<file path="src/rtl/alu_pkg.sv">
// alu_pkg: opcodes and decoded-bundle field widths shared by decoder and execute stage
package alu_pkg;
  localparam int OP_W = 4;
  localparam int REG_ID_W = 5;
  localparam int DATA_W = 32;
  typedef enum logic [OP_W-1:0] {
    OP_AND         = 4'b0000,
    OP_OR          = 4'b0001,
    OP_ADD         = 4'b0010,
    OP_SUB         = 4'b0110,
    OP_SLT         = 4'b0111,
    OP_NOR         = 4'b1100,
    OP_NOT_DEFINED = 4'b1111
  } alu_op_e;
endpackage

</file>
<file path="src/rtl/alu_core.sv">
// alu_core: combinational ALU producing result, zero, signed overflow and illegal-op flags
module alu_core
  import alu_pkg::*;
#(
  parameter int DWIDTH = DATA_W
) (
  input  logic [OP_W-1:0]   op,
  input  logic [DWIDTH-1:0] a,
  input  logic [DWIDTH-1:0] b,
  output logic [DWIDTH-1:0] result,
  output logic              zero,
  output logic              overflow,
  output logic              illegal
);
  logic [DWIDTH-1:0] sum, diff;
  assign sum = a + b;
  assign diff = a - b;
  always_comb begin
    result = '0;
    overflow = 1'b0;
    illegal = 1'b0;
    case (op)
      OP_AND: result = a & b;
      OP_OR:  result = a | b;
      OP_NOR: result = ~(a | b);
      OP_SLT: result = DWIDTH'($signed(a) < $signed(b));
      OP_ADD: begin
        result = sum;
        overflow = (a[DWIDTH-1] == b[DWIDTH-1]) && (sum[DWIDTH-1] != a[DWIDTH-1]);
      end
      OP_SUB: begin
        result = diff;
        overflow = (a[DWIDTH-1] != b[DWIDTH-1]) && (diff[DWIDTH-1] != a[DWIDTH-1]);
      end
      default: illegal = 1'b1;
    endcase
  end
  assign zero = result == '0;
endmodule

</file>
<file path="src/rtl/alu_exec_stage.sv">
// alu_exec_stage: two-stage execute/writeback with register file, forwarding and valid/ready handshake
module alu_exec_stage
  import alu_pkg::*;
#(
  parameter int DWIDTH = DATA_W,
  parameter int NREG = 32
) (
  input  logic                clk,
  input  logic                rst,
  input  logic                in_valid,
  output logic                in_ready,
  input  logic [OP_W-1:0]     op,
  input  logic                ssel,
  input  logic [DWIDTH-1:0]   imm,
  input  logic [REG_ID_W-1:0] rs1_id,
  input  logic [REG_ID_W-1:0] rs2_id,
  input  logic [REG_ID_W-1:0] rdst_id,
  output logic                out_valid,
  input  logic                out_ready,
  output logic [DWIDTH-1:0]   result,
  output logic [REG_ID_W-1:0] result_rd,
  output logic                zero,
  output logic                overflow,
  output logic                illegal,
  output logic [31:0]         retired,
  input  logic [REG_ID_W-1:0] dbg_id,
  output logic [DWIDTH-1:0]   dbg_data
);
  logic [DWIDTH-1:0] rf_q [NREG];
  logic [DWIDTH-1:0] rf_d [NREG];
  logic s1_valid_q, s1_valid_d, out_valid_q, out_valid_d;
  logic [OP_W-1:0] s1_op_q, s1_op_d;
  logic [REG_ID_W-1:0] s1_rd_q, s1_rd_d, result_rd_q, result_rd_d;
  logic [DWIDTH-1:0] s1_a_q, s1_a_d, s1_b_q, s1_b_d, result_q, result_d;
  logic zero_q, zero_d, overflow_q, overflow_d, illegal_q, illegal_d;
  logic [31:0] retired_q, retired_d;
  logic [DWIDTH-1:0] alu_res, opa, opb;
  logic alu_zero, alu_ovf, alu_ill;
  logic s2_free, s1_move, accept, wr_en;
  alu_core #(.DWIDTH(DWIDTH)) u_core (
    .op(s1_op_q),
    .a(s1_a_q),
    .b(s1_b_q),
    .result(alu_res),
    .zero(alu_zero),
    .overflow(alu_ovf),
    .illegal(alu_ill)
  );
  always_comb begin
    s2_free = !out_valid_q || out_ready;
    s1_move = s1_valid_q && s2_free;
    in_ready = !s1_valid_q || s1_move;
    accept = in_valid && in_ready;
    wr_en = s1_move && !alu_ill && s1_rd_q != '0;
    opa = rs1_id == '0 ? '0 : wr_en && s1_rd_q == rs1_id ? alu_res : rf_q[rs1_id];
    opb = rs2_id == '0 ? '0 : wr_en && s1_rd_q == rs2_id ? alu_res : rf_q[rs2_id];
    s1_valid_d = accept || (s1_valid_q && !s1_move);
    s1_op_d = accept ? op : s1_op_q;
    s1_rd_d = accept ? rdst_id : s1_rd_q;
    s1_a_d = accept ? opa : s1_a_q;
    s1_b_d = accept ? (ssel ? opb : imm) : s1_b_q;
    out_valid_d = s1_move || (out_valid_q && !out_ready);
    result_d = s1_move ? alu_res : result_q;
    result_rd_d = s1_move ? s1_rd_q : result_rd_q;
    zero_d = s1_move ? alu_zero : zero_q;
    overflow_d = s1_move ? alu_ovf : overflow_q;
    illegal_d = s1_move ? alu_ill : illegal_q;
    retired_d = retired_q + 32'(out_valid_q && out_ready);
    rf_d = rf_q;
    if (wr_en) rf_d[s1_rd_q] = alu_res;
  end
  always_ff @(posedge clk) begin
    if (rst) begin
      s1_valid_q <= 1'b0;
      s1_op_q <= '0;
      s1_rd_q <= '0;
      s1_a_q <= '0;
      s1_b_q <= '0;
      out_valid_q <= 1'b0;
      result_q <= '0;
      result_rd_q <= '0;
      zero_q <= 1'b0;
      overflow_q <= 1'b0;
      illegal_q <= 1'b0;
      retired_q <= '0;
      rf_q <= '{default: '0};
    end else begin
      s1_valid_q <= s1_valid_d;
      s1_op_q <= s1_op_d;
      s1_rd_q <= s1_rd_d;
      s1_a_q <= s1_a_d;
      s1_b_q <= s1_b_d;
      out_valid_q <= out_valid_d;
      result_q <= result_d;
      result_rd_q <= result_rd_d;
      zero_q <= zero_d;
      overflow_q <= overflow_d;
      illegal_q <= illegal_d;
      retired_q <= retired_d;
      rf_q <= rf_d;
    end
  end
  assign out_valid = out_valid_q;
  assign result = result_q;
  assign result_rd = result_rd_q;
  assign zero = zero_q;
  assign overflow = overflow_q;
  assign illegal = illegal_q;
  assign retired = retired_q;
  assign dbg_data = dbg_id == '0 ? '0 : rf_q[dbg_id];
endmodule

</file>
<file path="config.mk">
export PLATFORM = sky130hd
export DESIGN_NAME = alu_exec_stage
export DESIGN_NICKNAME = d
export VERILOG_FILES = /design/src/rtl/alu_pkg.sv /design/src/rtl/alu_core.sv /design/src/rtl/alu_exec_stage.sv
export SDC_FILE = /design/constraint.sdc
export NUM_CORES = 2
export LEC_CHECK = 0
export CORE_MARGIN = 2
export CORE_UTILIZATION = 40
export CTS_BUF_LIST = sky130_fd_sc_hd__clkbuf_4
export DETAILED_ROUTE_END_ITERATION = 7
export GPL_ROUTABILITY_DRIVEN = 1
export PLACE_DENSITY_LB_ADDON = 0.1
export SYNTH_ARGS = -nofsm -noshare
export SYNTH_HDL_FRONTEND = slang
export SYNTH_SLANG_ARGS = --single-unit
</file>
<file path="constraint.sdc">
create_clock -name clk -period 5.33 [get_ports clk]
set_clock_uncertainty 0.15 [all_clocks]
set_input_delay 0.7995 -clock clk [delete_from_list [all_inputs] [get_ports clk]]
set_output_delay 0.7995 -clock clk [all_outputs]
set_load 0.02 [all_outputs]
</file>
Word-level counts from Yosys, hierarchy flattened
Cells that the tools add are included.
{ "word_totals": {"ff_bits": 1171, "in_bits": 61, "out_inout_bits": 106, "word_cells": 119} }
{ "classes": {"addsub": 3, "magnitude_cmp": 6, "eq_ne": 11, "n_mux": 21, "bitwise": 7, "reduce_logical": 27} }
{ "op_table": {"columns": ["op", "n"], "rows": [
  ["$bwmux W1024", 1],
  ["$bmux W32 S5", 3],
  ["$mux W32", 13],
  ["$pmux W32 S6", 1],
  ["$demux W32 S5", 1],
  ["$add A32 B1 Y32", 1],
  ["$add A32 B32 Y32", 1],
  ["$and A32 B32 Y32", 1],
  ["$logic_not A32 Y1", 1],
  ["$lt A32 B32 Y1", 1],
  ["$not A32 Y32", 1],
  ["$or A32 B32 Y32", 1],
  ["$sub A32 B32 Y32", 1],
  ["$ge A6 B6 Y1 const B", 4],
  ["$not A5 Y6", 4],
  ["$logic_not A5 Y1", 3],
  ["$logic_and A1 B1 Y1", 12],
  ["$eq A5 B5 Y1", 2],
  ["$eq A4 B3 Y1 const B", 2],
  ["$lt A6 B1 Y1 const B", 1],
  ["$reduce_or A6 Y1", 1],
  ["$reduce_bool A5 Y1", 1],
  ["$eq A4 B1 Y1 const B", 1],
  ["$eq A4 B2 Y1 const B", 1],
  ["8 further kinds", 16]
]} }

Depth between registers and ports, before layout
{ "depth": {"ltp_word": 9, "mapped_depth": 16, "depth_no_buf": 15} }

Hierarchy
Synthesis repeated with hierarchy kept, for this count alone.
{ "unflattened": {"hier_cells": 7868, "hier_area_um2": 71205.8} }
{ "modules_own_cells": {"columns": ["mod", "n_inst", "cells_each", "area_each_um2", "seq_area_each_um2"], "rows": [
  ["alu_exec_stage", 1, 6980, 65357.7, 23442.5],
  ["alu_core", 1, 888, 5848.1, 0.0]
]} }

Worst setup path before layout
OpenSTA, ideal clock, no wires.
{ "synth_timing": {"path_kind": "input -> output", "startpoint": "input dbg_id[0]", "endpoint": "output dbg_data[10]", "arrival_time_ns": 3.235, "path_slack_ns": 1.145, "stages": 7, "path_buffers": 3, "path_cell_list": "clkbuf_1 > clkbuf_1 > buf_1 > mux4_2 > mux4_2 > mux2i_1 > nor2_1"} }
{ "synth_between": {"elab_chain_len": 5, "elab_cells_between_ends": 6} }
{ "synth_rtl": {"columns": ["item", "line", "rtl"], "rows": [
  ["from (decl)", "alu_exec_stage.sv:26", "input logic [REG_ID_W-1:0] dbg_id,"],
  ["$not A5 Y6 (not written as such)", "alu_exec_stage.sv:110", "assign dbg_data = dbg_id == '0 ? '0 : rf_q[dbg_id];"],
  ["$bmux W32 S5", "alu_exec_stage.sv:110", null],
  ["$mux W32 (not written as such) (2 in series)", "alu_exec_stage.sv:110", null],
  ["$mux W32 *", "alu_exec_stage.sv:110", null],
  ["to (decl)", "alu_exec_stage.sv:27", "output logic [DWIDTH-1:0] dbg_data"]
]} }
Mark *: on every way between the ends. The rest lies on a longest branch, timed or not. The select of a mux whose other input is x is not followed.

Worst setup path in the final report
{ "layout_timing": {"startpoint": "register s1_a_q[9]", "endpoint": "register zero_q, in the netlist zero"} }
{ "layout_between": {"elab_chain_len": 4, "elab_cells_between_ends": 8} }
{ "layout_rtl": {"columns": ["item", "line", "rtl"], "rows": [
  ["from (decl)", "alu_exec_stage.sv:34", "logic [DWIDTH-1:0] s1_a_q, s1_a_d, s1_b_q, s1_b_d, result_q, result_d;"],
  ["from (signal assigned)", "alu_exec_stage.sv:77", "s1_a_q <= '0;"],
  ["from (signal assigned)", "alu_exec_stage.sv:91", "s1_a_q <= s1_a_d;"],
  ["parallel branches: the longest is 2 deep, another holds $sub A32 B32 Y32", null, null],
  ["$pmux W32 S6 *", "alu_core.sv:22", "case (op)"],
  ["$logic_not A32 Y1 *", "alu_core.sv:38", "assign zero = result == '0;"],
  ["to (signal assigned)", "alu_exec_stage.sv:96", "zero_q <= zero_d;"],
  ["to (decl)", "alu_exec_stage.sv:35", "logic zero_q, zero_d, overflow_q, overflow_d, illegal_q, illegal_d;"]
]} }
Mark *: on every way between the ends.
A chain may end at the register's enable or synchronous reset.

==> impl_metrics.ini <==
[status]
status = completed

[sta]
finalCritPeriodShare = 0.926
relSlewSlack = 0.188
tightest_slew_ps = 1220
finalSetupViolCount = 0
drv_slew = 0
fin_crit_ps = 4940
rsz0062_at_grt = false
clock.fmax_mhz = 203
finalHoldViolations = 0
fin_tns_setup_ps = 0

[power]
p_leak_nw = 25.5
power-per-cell-area_nw_per_um2 = 248
finalPower_mw = 19.7
ir_drop_mv = 0.163

[yosys]
syn-num-nets = 6830
dominantRegCellSynth = dfxtp_1
async_reset_ff_frac = 0
synth_cells = 6664
synth.largest_area_cell = dfxtp_1
synth_common_cells = dfxtp_1, nor2_1, a211oi_1, mux4_2, clkbuf_1
synth_area_sq_um = 69700
yosysUniqueCellTypes = 96
synth_seq_area_share = 0.336
synth_most_common_cell = dfxtp_1
syn_area_per_cell_sq_um = 10.5
ys_ff_latch = 1171
synth_top_area_frac = 0.336
synthTopCellsByArea = dfxtp_1, mux4_2, a211oi_1, nor2_1, clkbuf_1
yosys_warnings = 0
synth_edf_count = 0

[detailed_routing]
final_antenna_net_count = 0
drc = 0
drt_iter0_drc = 6505
wl_per_cell_um = 29.8
via_count = 59100
wl_met3_mm = 25.3
wl_met2_mm = 125
met1_length_mm = 117
firstDrtPassIters = 6
wl_mm = 277
top_layer_used = met5
vias_per_cell = 6.36

[cts]
root_buffer = clkbuf_4
cts_tree = yes
cts_sinks = 1171
cts_resized = 0
h-tree-depth = 5
clkLatencyLatePin_ps = 1370
clk_pin_slew_worst_paths_ps = 60
ctsLongestPathBuffers = 4
cts_buffers = 349

[critical_path]
path_class = reg -> reg
worstPathRequired_ps = 6430
path_max_fanout = 35
critPathArrivalTime_ps = 6040
start_kind = flip-flop
end_kind = flip-flop

[floorplan]
dieArea_sq_um = 178000
row_count = 153
ios = 167
initial_core_util = 0.402
fp.coreArea_sq_um = 173000
fp.dieH_um = 421
fp.dieW_um = 421

[placed_design]
port_buffers = 166
dp.final_hpwl_mm = 170
gp_congestion = 0.948

[worst_hold_path]
min_path_type = in -> reg

[global_routing]
grt.total_usage = 0.306
antenna_found_initial = 12
grt_max_degree = 229
grt_pass1_vias = 56800
overflow = 0
grt_pass1_wl_mm = 403

[finish]
layout-drive-gt1-share = 0.271
nNetsFinal = 6892
syn_to_final_growth_pct = 14.0

[flow_run]
maxCapViolCount = 0
final cells by class:
class,count,area (sq um)
clock inverters,78,325
inverters,109,409
flip-flops and latches,1171,23400
fillers,16500,94000
repair buffers,478,5070
multi-input cells,4617,43500
diodes,10,25.0
clock buffers,506,3800
well taps,2325,2910
path summary, 6_finish.rpt:
path	startpoint	end	slack (ps)	depth (start not counted)
worst max-delay path	s1_a_q[9]	zero	390	13
worst min-delay path	imm[19]	s1_b_q[19]	180	3
worst max register to register	s1_a_q[9]	zero	390	13
worst min register to register	result_rd[2]	result_rd[2]	310	2
layer usage:
| layer | vias to the layer above | track usage |
|---|---|---|
| met4 | 6 | 0.109 |
| li1 | 25900 | - |
| met1 | 29700 | 0.424 |
| met2 | 2885 | 0.471 |
| met3 | 555 | 0.0689 |
| met5 | - | 0 |
state kept, by name (all words and copies together) (netlist names):
| name | flops |
|---|---|
| s1_op_q | 4 |
| result | 32 |
| s1_a_q | 32 |
| rf_q | 1024 |
| result_rd | 5 |
| s1_b_q | 32 |
| zero | 1 |
| s1_valid_q | 1 |
| out_valid | 1 |
| s1_rd_q | 5 |
| retired | 32 |
| overflow | 1 |
| illegal | 1 |
critical path: stages (launching register included):
cell and delay (ps):
dfxtp_1 410, inv_1 70, ha_1 510, inv_1 200, o311ai_0 600, a31oi_1 180, or4_1 550, nand2_1 90
o22ai_1 110, a21oi_4 880, nand4_1 200, nor4_1 570, nand4_1 170, o21ai_1 150
where the power goes:
part           total (mW)  internal, mW  switching (mW)  leakage [nW]
Combinational        2.34         0.776            1.57          13.5
Clock                8.47          4.36            4.11          2.48
Sequential           8.87          8.82          0.0575          9.45
logic make-up after synthesis:
logic type | share of synthesized area
buffers and inverters | 0.0480
flip-flops | 0.336
AO/OA/AOI/OAI | 0.163
AND/OR/NAND/NOR | 0.110
XOR/XNOR | 0.00553
adder cells (fa/ha/maj) | 0.0191
multiplexers | 0.318
repair_timing:
item,in CTS,in global routing
hold buffers,23,0
endpoints found under the hold margin,88,0
buffers inserted,0,0
per-stage QoR:
stage | cells | cell area [sq um] | worst slack, ps | hold slack [ps] | util
2_1_floorplan | 6664 | 69700 | 1150 | 303 | -
5_1_grt | 9292 | 79500 | 69.8 | 108 | 0.458
3_5_place_dp | 8677 | 75100 | 503 | 298 | 0.433
3_3_place_gp | 8677 | 75100 | 554 | 295 | 0.433
6_report | 9294 | 79500 | 395 | 176 | 0.458
4_1_cts | 9284 | 79400 | 270 | 6.98 | 0.458
cells in the final DEF (no fill, tap or decap), types with 30 or more instances in the layout:
| cell | count |
|---|---|
| dfxtp_1 | 1169 |
| nor2_1 | 1131 |
| a211oi_1 | 984 |
| mux4_2 | 960 |
| clkbuf_4 | 506 |
| nand2_1 | 381 |
| a21oi_1 | 317 |
| buf_4 | 217 |
| clkdlybuf4s50_1 | 149 |
| inv_1 | 108 |
| nor2b_1 | 103 |
| ha_1 | 103 |
| buf_12 | 79 |
| clkinv_1 | 68 |
| o21ai_0 | 48 |
| mux2i_1 | 44 |
| o211ai_1 | 41 |
| nor3_1 | 34 |
| nor2_4 | 33 |
| a221oi_1 | 33 |
| a22oi_1 | 32 |
| nand3_1 | 30 |
Power figures use the tool's default switching activity.
